<file path="config.mk">
export PLATFORM = sky130hd
export DESIGN_NAME = snake_multi_engine_flat
export DESIGN_NICKNAME = d
export VERILOG_FILES = /design/src/rtl/snake_multi_engine_if.sv /design/src/rtl/snake_multi_engine.sv /design/src/flat_wrapper.sv
export SDC_FILE = /design/constraint.sdc
export NUM_CORES = 2
export LEC_CHECK = 0
export CORE_MARGIN = 2
export CORE_UTILIZATION = 30
export DETAILED_ROUTE_END_ITERATION = 6
export SYNTH_ARGS = -nofsm -noshare
export SYNTH_HDL_FRONTEND = slang
export SYNTH_SLANG_ARGS = --single-unit
</file>
<file path="constraint.sdc">
create_clock -name Clk -period 6.5 [get_ports Clk]
set_input_delay 1.3 -clock Clk [delete_from_list [all_inputs] [get_ports Clk]]
set_output_delay 1.3 -clock Clk [all_outputs]
set_load 0.03 [all_outputs]
</file>
<file path="src/rtl/snake_multi_engine_if.sv">
// Bundles the game-engine I/O (frame/start/direction inputs, food position,
// pixel query and status outputs) between the SoC side and the engine.
interface snake_multi_engine_if #(
    parameter int NUM_SNAKES = 2,
    parameter int MAX_LEN    = 16,
    parameter int GRID_W     = 80,
    parameter int GRID_H     = 60
);
    localparam int CX = $clog2(GRID_W);
    localparam int CY = $clog2(GRID_H);
    localparam int LW = $clog2(MAX_LEN + 1);

    logic                       frame_tick;
    logic                       start;
    logic [NUM_SNAKES-1:0]      dir_valid;
    logic [2*NUM_SNAKES-1:0]    dir_code;
    logic [CX-1:0]              food_x;
    logic [CY-1:0]              food_y;
    logic [9:0]                 DrawX;
    logic [9:0]                 DrawY;
    logic [NUM_SNAKES-1:0]      pix_body;
    logic [NUM_SNAKES-1:0]      pix_head;
    logic [NUM_SNAKES-1:0]      food_eaten;
    logic [NUM_SNAKES*LW-1:0]   length;
    logic [NUM_SNAKES-1:0]      alive;
    logic                       game_over;

    modport master (
        output frame_tick, start, dir_valid, dir_code, food_x, food_y, DrawX, DrawY,
        input  pix_body, pix_head, food_eaten, length, alive, game_over
    );

    modport slave (
        input  frame_tick, start, dir_valid, dir_code, food_x, food_y, DrawX, DrawY,
        output pix_body, pix_head, food_eaten, length, alive, game_over
    );
endinterface

</file>
<file path="src/rtl/snake_multi_engine.sv">
// N-player grid snake engine: segment shift buffers per snake, lock-step
// movement every MOVE_DIV frames, collision/food resolution, pixel hit query.
module snake_multi_engine #(
    parameter int NUM_SNAKES = 2,
    parameter int MAX_LEN    = 16,
    parameter int START_LEN  = 3,
    parameter int GRID_W     = 80,
    parameter int GRID_H     = 60,
    parameter int SEG_SHIFT  = 3,
    parameter int MOVE_DIV   = 4
) (
    input  logic              Clk,
    input  logic              Reset,
    snake_multi_engine_if.slave bus
);
    localparam int CX = $clog2(GRID_W);
    localparam int CY = $clog2(GRID_H);
    localparam int LW = $clog2(MAX_LEN + 1);
    localparam int TW = $clog2(MOVE_DIV + 3);
    localparam int CW = $clog2(NUM_SNAKES + 1);

    localparam logic [1:0] DIR_UP = 2'b00, DIR_DOWN = 2'b01, DIR_LEFT = 2'b10, DIR_RIGHT = 2'b11;
    localparam logic signed [CX:0] ONE_X = 1, ZERO_X = 0, LIM_X = GRID_W;
    localparam logic signed [CY:0] ONE_Y = 1, ZERO_Y = 0, LIM_Y = GRID_H;
    localparam logic [TW-1:0] DIV_T = TW'(MOVE_DIV);

    typedef enum logic [2:0] {S_IDLE, S_RUN, S_CALC, S_COMMIT, S_OVER} state_t;
    state_t state, state_nxt;

    logic [CX-1:0] seg_x [NUM_SNAKES][MAX_LEN];
    logic [CY-1:0] seg_y [NUM_SNAKES][MAX_LEN];
    logic [LW-1:0] len [NUM_SNAKES];
    logic [1:0]    cur_dir [NUM_SNAKES];
    logic [1:0]    pend_dir [NUM_SNAKES];
    logic [NUM_SNAKES-1:0] alive;
    logic [TW-1:0] tick_cnt, tick_sum;
    logic          tick_goal, restart, game_end;

    logic signed [CX:0] nx [NUM_SNAKES];
    logic signed [CY:0] ny [NUM_SNAKES];
    logic [NUM_SNAKES-1:0] off, will_eat, die_c, eat_c;
    logic [CX-1:0] nh_x_q [NUM_SNAKES];
    logic [CY-1:0] nh_y_q [NUM_SNAKES];
    logic [NUM_SNAKES-1:0] die_q, eat_q, food_eaten_q;
    logic [NUM_SNAKES-1:0] pb_c, ph_c, pb_q, ph_q;
    logic [CW-1:0] live_after;
    logic [9:0]    cell_x, cell_y;

    // Starting column of segment k of snake i: even snakes trail to the left, odd to the right.
    function automatic logic [CX-1:0] init_x(input int i, input int k);
        int hx;
        hx = (i + 1) * GRID_W / (NUM_SNAKES + 1);
        return CX'((i % 2 == 0) ? hx - k : hx + k);
    endfunction

    assign tick_sum  = tick_cnt + TW'(bus.frame_tick);
    assign tick_goal = (tick_sum >= DIV_T);
    assign restart   = (state == S_OVER) && bus.start;

    // Candidate next head, off-grid flag and food hit per snake.
    always_comb begin
        for (int i = 0; i < NUM_SNAKES; i++) begin
            nx[i] = {1'b0, seg_x[i][0]};
            ny[i] = {1'b0, seg_y[i][0]};
            case (pend_dir[i])
                DIR_UP:   ny[i] = ny[i] - ONE_Y;
                DIR_DOWN: ny[i] = ny[i] + ONE_Y;
                DIR_LEFT: nx[i] = nx[i] - ONE_X;
                default:  nx[i] = nx[i] + ONE_X;
            endcase
            off[i] = (nx[i] < ZERO_X) || (nx[i] >= LIM_X) || (ny[i] < ZERO_Y) || (ny[i] >= LIM_Y);
            will_eat[i] = !off[i] && (nx[i][CX-1:0] == bus.food_x) && (ny[i][CY-1:0] == bus.food_y);
        end
    end

    // Death resolution: walls, any live body (tail vacates unless its owner eats), head-to-head.
    always_comb begin
        die_c = '0;
        for (int i = 0; i < NUM_SNAKES; i++) begin
            if (alive[i]) begin
                if (off[i]) die_c[i] = 1'b1;
                for (int j = 0; j < NUM_SNAKES; j++) begin
                    for (int k = 0; k < MAX_LEN; k++) begin
                        if ((LW'(k) < len[j]) && (nx[i][CX-1:0] == seg_x[j][k]) &&
                            (ny[i][CY-1:0] == seg_y[j][k]) &&
                            !(alive[j] && (LW'(k) == len[j] - LW'(1)) && !will_eat[j]))
                            die_c[i] = 1'b1;
                    end
                    if ((j != i) && alive[j] && !off[i] && !off[j] && (nx[i] == nx[j]) && (ny[i] == ny[j]))
                        die_c[i] = 1'b1;
                end
            end
        end
        eat_c = alive & ~die_c & will_eat;
    end

    // Survivors remaining after the step being committed.
    always_comb begin
        live_after = '0;
        for (int i = 0; i < NUM_SNAKES; i++)
            live_after = live_after + CW'(alive[i] & ~die_q[i]);
        game_end = (NUM_SNAKES == 1) ? (live_after == '0) : (live_after <= CW'(1));
    end

    // State register.
    always_ff @(posedge Clk) begin
        if (Reset) state <= S_IDLE;
        else       state <= state_nxt;
    end

    // Next-state logic.
    always_comb begin
        state_nxt = state;
        case (state)
            S_IDLE:   if (bus.start) state_nxt = S_RUN;
            S_RUN:    if (tick_goal) state_nxt = S_CALC;
            S_CALC:   state_nxt = S_COMMIT;
            S_COMMIT: state_nxt = game_end ? S_OVER : S_RUN;
            S_OVER:   if (bus.start) state_nxt = S_IDLE;
            default:  state_nxt = S_IDLE;
        endcase
    end

    // Game datapath: init/restart, direction latch, tick divider, calc capture, commit.
    always_ff @(posedge Clk) begin
        if (Reset || restart) begin
            for (int i = 0; i < NUM_SNAKES; i++) begin
                for (int k = 0; k < MAX_LEN; k++) begin
                    seg_x[i][k] <= init_x(i, k);
                    seg_y[i][k] <= CY'(GRID_H / 2);
                end
                len[i]      <= LW'(START_LEN);
                cur_dir[i]  <= (i % 2 == 0) ? DIR_RIGHT : DIR_LEFT;
                pend_dir[i] <= (i % 2 == 0) ? DIR_RIGHT : DIR_LEFT;
                nh_x_q[i]   <= '0;
                nh_y_q[i]   <= '0;
            end
            alive        <= '1;
            tick_cnt     <= '0;
            die_q        <= '0;
            eat_q        <= '0;
            food_eaten_q <= '0;
        end else begin
            for (int i = 0; i < NUM_SNAKES; i++) begin
                if (state != S_OVER && bus.dir_valid[i] && ((bus.dir_code[2*i +: 2] ^ cur_dir[i]) != 2'b01))
                    pend_dir[i] <= bus.dir_code[2*i +: 2];
            end
            if (state == S_RUN)
                tick_cnt <= tick_goal ? '0 : tick_sum;
            else if (state == S_CALC || state == S_COMMIT)
                tick_cnt <= tick_sum;
            if (state == S_CALC) begin
                die_q <= die_c;
                eat_q <= eat_c;
                for (int i = 0; i < NUM_SNAKES; i++) begin
                    nh_x_q[i] <= nx[i][CX-1:0];
                    nh_y_q[i] <= ny[i][CY-1:0];
                end
            end
            food_eaten_q <= (state == S_COMMIT) ? eat_q : '0;
            if (state == S_COMMIT) begin
                for (int i = 0; i < NUM_SNAKES; i++) begin
                    if (alive[i] && !die_q[i]) begin
                        for (int k = MAX_LEN - 1; k > 0; k--) begin
                            seg_x[i][k] <= seg_x[i][k-1];
                            seg_y[i][k] <= seg_y[i][k-1];
                        end
                        seg_x[i][0] <= nh_x_q[i];
                        seg_y[i][0] <= nh_y_q[i];
                        cur_dir[i]  <= pend_dir[i];
                        if (eat_q[i] && len[i] != LW'(MAX_LEN)) len[i] <= len[i] + LW'(1);
                    end
                    if (die_q[i]) alive[i] <= 1'b0;
                end
            end
        end
    end

    assign cell_x = bus.DrawX >> SEG_SHIFT;
    assign cell_y = bus.DrawY >> SEG_SHIFT;

    // Pixel hit test against every live-length segment and each head.
    always_comb begin
        pb_c = '0;
        ph_c = '0;
        for (int i = 0; i < NUM_SNAKES; i++) begin
            for (int k = 0; k < MAX_LEN; k++)
                if ((LW'(k) < len[i]) && (cell_x == 10'(seg_x[i][k])) && (cell_y == 10'(seg_y[i][k])))
                    pb_c[i] = 1'b1;
            ph_c[i] = (cell_x == 10'(seg_x[i][0])) && (cell_y == 10'(seg_y[i][0]));
        end
    end

    // Registered pixel query result.
    always_ff @(posedge Clk) begin
        if (Reset) begin
            pb_q <= '0;
            ph_q <= '0;
        end else begin
            pb_q <= pb_c;
            ph_q <= ph_c;
        end
    end

    for (genvar g = 0; g < NUM_SNAKES; g++) begin : g_len
        assign bus.length[g*LW +: LW] = len[g];
    end

    assign bus.pix_body   = pb_q;
    assign bus.pix_head   = ph_q;
    assign bus.food_eaten = food_eaten_q;
    assign bus.alive      = alive;
    assign bus.game_over  = (state == S_OVER);
endmodule

</file>
<file path="src/flat_wrapper.sv">
// flat-port wrapper written by rule: the top's interface ports become plain ports
module snake_multi_engine_flat 
#(
    parameter int NUM_SNAKES = 2,
    parameter int MAX_LEN    = 16,
    parameter int START_LEN  = 3,
    parameter int GRID_W     = 80,
    parameter int GRID_H     = 60,
    parameter int SEG_SHIFT  = 3,
    parameter int MOVE_DIV   = 4
)
  (Clk, Reset, bus_frame_tick, bus_start, bus_dir_valid, bus_dir_code, bus_food_x, bus_food_y, bus_DrawX, bus_DrawY, bus_pix_body, bus_pix_head, bus_food_eaten, bus_length, bus_alive, bus_game_over);
  snake_multi_engine_if #(.NUM_SNAKES(NUM_SNAKES), .MAX_LEN(MAX_LEN), .GRID_W(GRID_W), .GRID_H(GRID_H)) bus_i ();
  input  logic Clk;
  input  logic Reset;
  input wire logic [$bits(bus_i.frame_tick)-1:0] bus_frame_tick;
  input wire logic [$bits(bus_i.start)-1:0] bus_start;
  input wire logic [$bits(bus_i.dir_valid)-1:0] bus_dir_valid;
  input wire logic [$bits(bus_i.dir_code)-1:0] bus_dir_code;
  input wire logic [$bits(bus_i.food_x)-1:0] bus_food_x;
  input wire logic [$bits(bus_i.food_y)-1:0] bus_food_y;
  input wire logic [$bits(bus_i.DrawX)-1:0] bus_DrawX;
  input wire logic [$bits(bus_i.DrawY)-1:0] bus_DrawY;
  output wire logic [$bits(bus_i.pix_body)-1:0] bus_pix_body;
  output wire logic [$bits(bus_i.pix_head)-1:0] bus_pix_head;
  output wire logic [$bits(bus_i.food_eaten)-1:0] bus_food_eaten;
  output wire logic [$bits(bus_i.length)-1:0] bus_length;
  output wire logic [$bits(bus_i.alive)-1:0] bus_alive;
  output wire logic [$bits(bus_i.game_over)-1:0] bus_game_over;
  assign bus_i.frame_tick = bus_frame_tick;
  assign bus_i.start = bus_start;
  assign bus_i.dir_valid = bus_dir_valid;
  assign bus_i.dir_code = bus_dir_code;
  assign bus_i.food_x = bus_food_x;
  assign bus_i.food_y = bus_food_y;
  assign bus_i.DrawX = bus_DrawX;
  assign bus_i.DrawY = bus_DrawY;
  assign bus_pix_body = bus_i.pix_body;
  assign bus_pix_head = bus_i.pix_head;
  assign bus_food_eaten = bus_i.food_eaten;
  assign bus_length = bus_i.length;
  assign bus_alive = bus_i.alive;
  assign bus_game_over = bus_i.game_over;
  snake_multi_engine #(.NUM_SNAKES(NUM_SNAKES), .MAX_LEN(MAX_LEN), .START_LEN(START_LEN), .GRID_W(GRID_W), .GRID_H(GRID_H), .SEG_SHIFT(SEG_SHIFT), .MOVE_DIV(MOVE_DIV)) u_core (.Clk(Clk), .Reset(Reset), .bus(bus_i));
endmodule
</file>
==> load_flow_metrics.sql <==
INSERT INTO impl_metrics (metric_group, metric, value, unit) VALUES
('synth', 'adder_and_majority_gate_portion_of_the_synthesized_area', '1.17', '%'),
('synth', 'synth-edff-count', '447', ''),
('finish', 'synthToLayoutAreaGrowth', '12.3', '%'),
('finish', 'total_area_of_multi_input_combinational_cells', '23000', 'um^2'),
('sta', 'hold_slack', '0.497', 'ns'),
('drt', 'first_pass_iters', '6', ''),
('floorplanning', 'design.core.area', '127000', 'um^2'),
('drt', 'drc', '0', ''),
('synth', 'synthDistinctLibCells', '96', ''),
('synth', 'synth_async_reset_ratio', '0', '%'),
('synth', 'synth_simple_gate_area_share', '20.2', '%'),
('worst_setup_path', 'kind_of_capture_point_of_the_worst_setup_path', 'register', ''),
('global_routing', 'grt-ovfl-total', '0', ''),
('drt', 'vias', '33100', ''),
('power_and_ir_drop', 'design_power_total', '9.07', 'mW'),
('floorplanning', 'die-area', '131000', 'um^2'),
('worst_setup_path', 'critical_path_origin', 'u_core.pend_dir[0][0]', ''),
('placement', 'detailed_place_hpwl', '112', 'mm'),
('clock_tree', 'clk_latency', '0.68', 'ns'),
('synth', 'synth_cells', '3999', ''),
('synth', 'synthMostInstantiatedCell', 'sky130_fd_sc_hd__xnor2_1', ''),
('sta', 'grt_setup_unrepaired', 'false', ''),
('global_routing', 'grt_start_max_net_pins', '165', ''),
('sta', 'fmax', '176', 'MHz'),
('finish', 'fillCellCount', '12900', ''),
('drt', 'drt-wirelength-per-cell', '29.4', 'um'),
('finish', 'final_cell_area', '43100', 'um^2'),
('clock_tree', 'holdBufCountCts', '0', ''),
('clock_tree', 'htree_depth', '2', ''),
('worst_setup_path', 'depth_of_the_worst_register_to_register_path', '15', ''),
('global_routing', 'groute.usage.overall', '24.6', '%'),
('power_and_ir_drop', 'cellLeakagePower', '13.8', 'nW'),
('sta', 'layout_setup_ws', '0.830', 'ns'),
('synth', 'combinational_family_with_the_most_area_after_synthesis', 'XOR/XNOR gates', ''),
('clock_tree', 'cts.root.buffer_cell', 'sky130_fd_sc_hd__clkbuf_16', ''),
('floorplanning', 'floorplan.io_pins', '62', ''),
('sta', 'worst-slew-pin-transition', '1.29', 'ns'),
('clock_tree', 'cts.sinks', '478', ''),
('drt', 'drt_first_iter_violations', '4529', ''),
('clock_tree', 'tritoncts', 'built', ''),
('clock_tree', 'post_cts.resized_instances', '0', ''),
('status', 'status', 'finished clean', ''),
('synth', 'sequential_element_share_of_the_synthesized_area', '36.6', '%'),
('power_and_ir_drop', 'power.density_cell_area', '211', 'nW/um^2'),
('worst_setup_path', 'timing.reg2reg.setup_slack', '0.83', 'ns'),
('floorplanning', 'fp-row-count', '131', ''),
('synth', 'syn_area_per_cell', '9.59', 'um^2'),
('floorplanning', 'die_height', '362', 'um'),
('synth', 'mux_share_of_post_synthesis_cell_area', '0.349', '%'),
('clock_tree', 'cts.path.max_buffers', '3', ''),
('drt', 'avgViaCountPerCell', '5.86', ''),
('synth', 'synthesized_netlist_net_count', '4076', ''),
('clock_tree', 'cts_inserted_buffers', '59', ''),
('worst_setup_path', 'timing.rr.end', 'u_core.die_q[0]', ''),
('sta', 'sum_neg_setup_slack', '0', 'ns'),
('finish', 'finish.cell_count_without_fillers', '5652', ''),
('placement', 'placement.cell_area', '41000', 'um^2'),
('sta', 'timing.max_slew.rel_slack', '13.7', '%'),
('synth', 'yosys_most_used_dff', 'sky130_fd_sc_hd__edfxtp_1', ''),
('synth', 'area_share_of_xor_xnor_cells_in_the_synthesized_design', '30.2', '%'),
('synth', 'yosys.area.top_type', 'sky130_fd_sc_hd__edfxtp_1', ''),
('synth', 'ys_warn_count', '0', ''),
('global_routing', 'grt_antenna_before_repair', '6', ''),
('placement', 'globalplace.congestion', '0.992', ''),
('drt', 'antenna_violating_nets_post_route', '0', ''),
('global_routing', 'first_global_vias', '31200', ''),
('finish', 'finish.net_count', '4016', ''),
('worst_hold_path', 'worst_hold_path_type', 'reg -> reg', ''),
('placement', 'placement.setup.worst_slack', '0.795', 'ns'),
('worst_setup_path', 'worstPathArrival', '6.23', 'ns'),
('sta', 'timing.clock.skew', '0.0363', 'ns');
[cells by family (layout without fill, tap and decap cells)]
kind of cell             after synthesis  count (layout)
AND/OR/NAND/NOR                     1421            1421
XOR/XNOR                            1288            1288
flip-flops                           478             478
AO/OA/AOI/OAI                        397             397
buffers and inverters                368             358
adder cells (fa/ha/maj)               34              34
multiplexers                          13              13
other                                  0               1
[cells in the final DEF, fill, tap and decap left out, types with 10 or more instances in the layout]
master / netlist / final
sky130_fd_sc_hd__xnor2_1: 688 / 686
sky130_fd_sc_hd__xor2_1: 577 / 577
sky130_fd_sc_hd__edfxtp_1: 447 / 447
sky130_fd_sc_hd__nand2_1: 334 / 331
sky130_fd_sc_hd__nand4_1: 154 / 154
sky130_fd_sc_hd__nor4_1: 143 / 143
sky130_fd_sc_hd__buf_4: 9 / 128
sky130_fd_sc_hd__nor2_1: 126 / 124
sky130_fd_sc_hd__nor3_1: 114 / 112
sky130_fd_sc_hd__nor2b_1: 110 / 110
sky130_fd_sc_hd__or2_2: 109 / 110
sky130_fd_sc_hd__and2_1: 91 / 90
sky130_fd_sc_hd__nand3_1: 69 / 65
sky130_fd_sc_hd__a21oi_1: 65 / 64
sky130_fd_sc_hd__clkbuf_16: 0 / 59
sky130_fd_sc_hd__inv_1: 48 / 47
sky130_fd_sc_hd__o21ai_0: 42 / 42
sky130_fd_sc_hd__clkdlybuf4s50_1: 0 / 41
sky130_fd_sc_hd__or4_1: 37 / 37
sky130_fd_sc_hd__a31oi_1: 37 / 37
sky130_fd_sc_hd__or3_1: 34 / 34
sky130_fd_sc_hd__a211oi_1: 31 / 31
sky130_fd_sc_hd__ha_1: 31 / 31
sky130_fd_sc_hd__dfxtp_1: 31 / 31
sky130_fd_sc_hd__nand2b_1: 25 / 25
sky130_fd_sc_hd__o21a_1: 25 / 24
sky130_fd_sc_hd__and3_1: 21 / 21
sky130_fd_sc_hd__o211ai_1: 19 / 19
sky130_fd_sc_hd__xnor3_1: 18 / 18
sky130_fd_sc_hd__a2111oi_0: 17 / 17
sky130_fd_sc_hd__clkinv_2: 0 / 14
sky130_fd_sc_hd__buf_2: 76 / 14
sky130_fd_sc_hd__o2111ai_1: 13 / 13
sky130_fd_sc_hd__o31ai_1: 13 / 13
sky130_fd_sc_hd__buf_12: 0 / 13
sky130_fd_sc_hd__a22oi_1: 12 / 12
sky130_fd_sc_hd__a221oi_1: 13 / 11
sky130_fd_sc_hd__nor3b_1: 10 / 10
sky130_fd_sc_hd__bufinv_16: 0 / 10
[per-layer routing]
layer / track usage [%] / vias to the layer above / share of wire [%]
li1: - / 13900 / -
met1: 31.9 / 16300 / 39
met2: 35.8 / 2346 / 41
met3: 7.32 / 619 / 13
met4: 14.6 / 6 / 7.0
met5: 0 / - / 0.028
[worst max-delay path: stages, from the launching register on]
cell	delay (ns)
sky130_fd_sc_hd__edfxtp_1	0.61
sky130_fd_sc_hd__nor2b_1	0.49
sky130_fd_sc_hd__inv_1	0.22
sky130_fd_sc_hd__ha_1	0.50
sky130_fd_sc_hd__nor3b_1	0.10
sky130_fd_sc_hd__o31ai_1	0.32
sky130_fd_sc_hd__o31a_1	0.47
sky130_fd_sc_hd__nand2_2	0.48
sky130_fd_sc_hd__buf_4	0.35
sky130_fd_sc_hd__xnor2_1	0.13
sky130_fd_sc_hd__nand4_1	0.17
sky130_fd_sc_hd__a211oi_1	0.13
sky130_fd_sc_hd__a2111oi_0	0.63
sky130_fd_sc_hd__nand4_1	0.33
sky130_fd_sc_hd__nor4_2	0.48
sky130_fd_sc_hd__o21ai_1	0.13
[worst min path at each step]
stage,from,endpoint,slack [ns],depth (start not counted)
finish,u_core.tick_cnt[2],u_core.tick_cnt[2],0.50,2
global route,u_core.nh_x_q[0][3],u_core.seg_x[0][108],0.51,1
CTS,u_core.tick_cnt[2],u_core.tick_cnt[2],0.50,2
detailed placement,u_core.nh_x_q[0][3],u_core.seg_x[0][108],0.49,1
global placement,u_core.nh_y_q[0][4],u_core.seg_y[0][94],0.48,1
floorplan,u_core.die_q[0],u_core.die_q[0],0.43,2
[cell type report]
cell class                 count  share of cell area [%]
tap                         1662                    4.83
inverter                      51                   0.462
clock inverter                39                    1.15
antenna                        1                 0.00581
sequential                   478                    32.6
multi-input combinational   3153                    53.4
timing repair buffer         196                    3.95
clock buffer                  72                    3.63
[power by group]
group	internal [mW]	switching (mW)	leakage (nW)
clock	2.11	1.48	1.01
combinational	0.674	1.16	8.42
sequential	3.46	0.179	4.37
total	6.24	2.82	13.8
[sequential cells by signal (all words and copies together), names as in the netlist]
| name | count |
|---|---|
| u_core.bus.pix_body | 2 |
| u_core.seg_x | 224 |
| u_core.nh_x_q | 14 |
| u_core.len | 10 |
| u_core.bus.pix_head | 2 |
| u_core.die_q | 2 |
| u_core.nh_y_q | 12 |
| u_core.pend_dir | 4 |
| u_core.bus.food_eaten | 2 |
| u_core.state | 3 |
| u_core.cur_dir | 4 |
| u_core.tick_cnt | 3 |
| u_core.seg_y | 192 |
| u_core.eat_q | 2 |
| u_core.bus.alive | 2 |
Note: power is estimated with default switching activity, not from simulation.
